$ cat config.mk
export PLATFORM = sky130hd
export DESIGN_NAME = ram_256x8
export DESIGN_NICKNAME = d
export VERILOG_FILES = /design/src/rtl/ram_256x8.sv
export SDC_FILE = /design/constraint.sdc
export NUM_CORES = 2
export LEC_CHECK = 0
export BUFFER_PORTS_ARGS = -buffer_cell sky130_fd_sc_hd__buf_2
export CAP_MARGIN = 20
export CORE_MARGIN = 10
export CORE_UTILIZATION = 58
export DETAILED_ROUTE_END_ITERATION = 12
export PLACE_DENSITY_LB_ADDON = 0.1
export RECOVER_POWER = 50
export SLEW_MARGIN = 20
export SYNTH_ARGS = -nofsm -noshare
export SYNTH_HDL_FRONTEND = slang
export SYNTH_SLANG_ARGS = --single-unit
$ cat constraint.sdc
create_clock -name clk -period 73.9 [get_ports clk]
set_clock_uncertainty 0.2 [all_clocks]
set_input_delay 14.78 -clock clk [delete_from_list [all_inputs] [get_ports clk]]
set_output_delay 14.78 -clock clk [all_outputs]
set_load 0.05 [all_outputs]
$ cat src/rtl/ram_256x8.sv
// Single-port synchronous RAM, 256 x 8, with a shared address bus, separate read/write
// strobes gated by a chip enable, and a registered read port that holds between reads.
module ram_256x8 #(
  parameter int DATA_W = 8,
  parameter int ADDR_W = 8,
  parameter int DEPTH  = 256
) (
  input  logic              clk,
  input  logic              rst,
  input  logic [ADDR_W-1:0] addr,
  input  logic [DATA_W-1:0] in,
  output logic [DATA_W-1:0] out,
  input  logic              r,
  input  logic              w,
  input  logic              en
);

  logic [DATA_W-1:0] mem [DEPTH];

  // Storage is built from resettable flops so an asynchronous reset clears every word.
  always_ff @(posedge clk or posedge rst) begin
    if (rst) begin
      for (int i = 0; i < DEPTH; i++) begin
        mem[i] <= '0;
      end
    end else if (en && w) begin
      mem[addr] <= in;
    end
  end

  // Read register: a combined read/write returns the incoming data (write-through).
  always_ff @(posedge clk or posedge rst) begin
    if (rst) begin
      out <= '0;
    end else if (en && r) begin
      out <= w ? in : mem[addr];
    end
  end

endmodule

==> reports/results.tsv <==
stage	metric	value	unit
synth	synthesized instance count	6784	
die	Die Y	421	µm
die	Die W	421	µm
drt	final WL	283000	µm
timing	Final TNS setup	0	ns
synth	post-synthesis cell area	0.0934	mm²
global_routing	GRT Total Usage	31.7	%
clock_network	CTS buffer count	209	
die	core region area	0.160	mm²
synth	Ys Warns	0	
pwr	Power Total	0.00244	W
drt	drt pass-1 iters	5	
synth	Synth area leaders	dfrtp_1 (55%), mux2_2 (17%), mux4_2 (11%)	
drt	DR vias/cell	6.58	
timing	fmax	32.6	MHz
setup_path	Critical Path AT	31.29	ns
clock_network	post_cts resized	0	
status	outcome	finished, violations left	
clock_network	clock tree buffer depth	3	
synth	Synthesized Nets	6805	
timing	final setup fails	0	
die	I/O pins	29	
job	Max-cap violations	20	
synth	post-synthesis cell type count	71	
clock_network	clk root buf	clkbuf_16	
placed_design	I/O Buffers	28	
drt	starting DRC count in detailed routing	6309	
synth	Synth Register Bits	2056	
synth	post-synthesis sequential area ratio	55.1	%
drt	remaining design rule violation count	0	
setup_path	R2R Path End	out[7]	
clock_network	Worst-Skew Late Latency	0.87	ns
clock_network	Post-CTS Hold Fix Bufs	0	
pwr	Leakage	47.1	nW
synth	ys async rst share	100	%
die	Initial Util	58.2	%
hold_path	Hold WC Path Type	reg -> reg	
setup_path	Worst Setup End Kind	asynchronous set/reset pin	
timing	Slew Limit Headroom	-453	%
global_routing	largest net degree at the start of global routing	175	
cells_and_area	Area growth syn-to-layout	8.89	%
global_routing	GR Overflow Total	0	
synth	post-synth top area share	55.1	%
synth	cell taking the most area after synthesis	dfrtp_1	
setup_path	R2R Setup Slk	70.00	ns
timing	fin crit share	41.5	%
setup_path	cells on worst reg2reg path	7	
global_routing	initial antenna violation count	13	
synth	Synth Flop Type	dfrtp_1	
global_routing	vias in the first global route	59930	
global_routing	first-pass GRT wire length	420000	µm
drt	wire length on met2	127000	µm
placed_design	GPL Wtd Cong	0.912	
timing	Worst Tran Pin Value	8.29	ns
placed_design	Final HPWL DP	174000	µm
timing	fin. max-slew vios	1269	
clock_network	Clock Sinks	2056	
placed_design	placed instance count	8556	
synth	cell with the most instances after synthesis	dfrtp_1	
pwr	Cell Pwr Density	24.0	mW/mm²
clock_network	CTS H-tree lvls	4	
clock_network	CTS tree	built	
clock_network	Clk pin slew, worst setup/hold paths	0.06	ns
setup_path	Crit path required time	74.54	ns
drt	DR top layer	met5	
drt	metal3 WL	24400	µm
setup_path	reg-to-reg startpoint	mem[263]	
timing	hold violation count in the final report	0	
hold_path	WHS Path Cells	2	
clock_network	# Post-CTS Setup Buffers	0	
drt	vias	58958	
setup_path	largest fanout on the critical path	158	
drt	WL met1	116000	µm
pwr	VDD IR max	0.0000278	V
die	die area	0.177	mm²
hold_path	Endpoint, Worst Hold	mem[935]	
die	FP Rows	147	
timing	RSZ-0062 raised after global routing	no	
hold_path	hold path startpoint	mem[935]	
cells_and_area	Non-Filler Instances	8959	
timing	post-layout min period	30.65	ns
drt	Wirelength per Cell	31.6	µm
status	failing checks	capacitance limit, slew limit	
setup_path	Crit Path Category	in -> async	
cells_and_area	final net count	6631	
synth	synth cell count leaders	dfrtp_1 (2056), mux2_2 (1419), nand2_1 (781)	
cells_and_area	ratio of cells with drive above 1 in the final layout	36.3	%
drt	remaining antenna violation count after routing	0	
synth	syn_area_per_cell	13.8	µm²
setup_path	Setup crit start kind	primary input	
synth	Post-synth EDFFs	0	
[registers in the layout, summed over array words and instances (netlist names)]
register  cells
out           8
mem        2048
[cells in the final DEF (no fill, tap or decap), types with 70 or more instances in the layout]
cell type  count
buf_4         94
mux4_2       454
nor2_1       139
mux2i_1      208
nand2_1      771
mux2_2      1417
clkbuf_16    209
clkbuf_1      70
o21ai_0      642
dfrtp_1     2056
[power by group]
group	leakage (nW)	internal (W)	switching (W)
Combinational	14.9	0.0000530	0.000116
Clock	3.60	0.000636	0.000464
Sequential	28.5	0.00116	0.0000178
Total	47.1	0.00185	0.000598
[worst max-delay path, cell delays in order]
cell and delay (ns):
buf_2 0.10, clkinvlp_2 2.96, clkbuf_1 5.98, clkbuf_1 2.16, clkbuf_1 3.02, buf_4 1.08
buf_4 0.81
[worst max path at each step]
stage	start	end	slack, ns
detailed placement	addr[1]	out[2]	52.53
finish	rst	mem[1352]	43.25
floorplan	rst	mem[0]	0.84
CTS	addr[1]	out[2]	53.43
global placement	addr[1]	out[2]	52.59
global route	rst	mem[1352]	40.10
[per-stage QoR]
stage	hold slack, ns	area, µm²	util (%)	setup slack [ns]
final	0.275	102000	63.4	43.25
after global placement	0.256	94900	59.2	52.59
after CTS	0.279	102000	63.7	53.43
after floorplan	0.245	93400	-	0.844
after detailed placement	0.266	94900	59.2	52.53
after global routing	0.296	102000	63.4	40.10
[cells by family after synthesis]
group                  share of synthesized area (%)
AOI/OAI and AO/OA                               5.82
buffers and inverters                           2.76
DFF                                             55.1
muxes                                           30.8
and+or+nand+nor                                 5.57
[cell type report]
type,instances,area (µm²)
inverters,12,71.3
diodes,5,12.5
clock buffers,306,6170
well taps,2160,2700
clock inverters,89,1020
fillers,12223,58700
repair buffers,153,1190
multi-input cells,4178,39100
flip-flops and latches,2056,51400
[routing by layer]
metal | up-vias | global-route usage, %
li1 | 24410 | -
met1 | 31376 | 43.9
met2 | 2450 | 47.2
met3 | 702 | 7.97
met4 | 20 | 15.1
met5 | - | 0.537
Note: power is estimated with default switching activity, not from simulation.
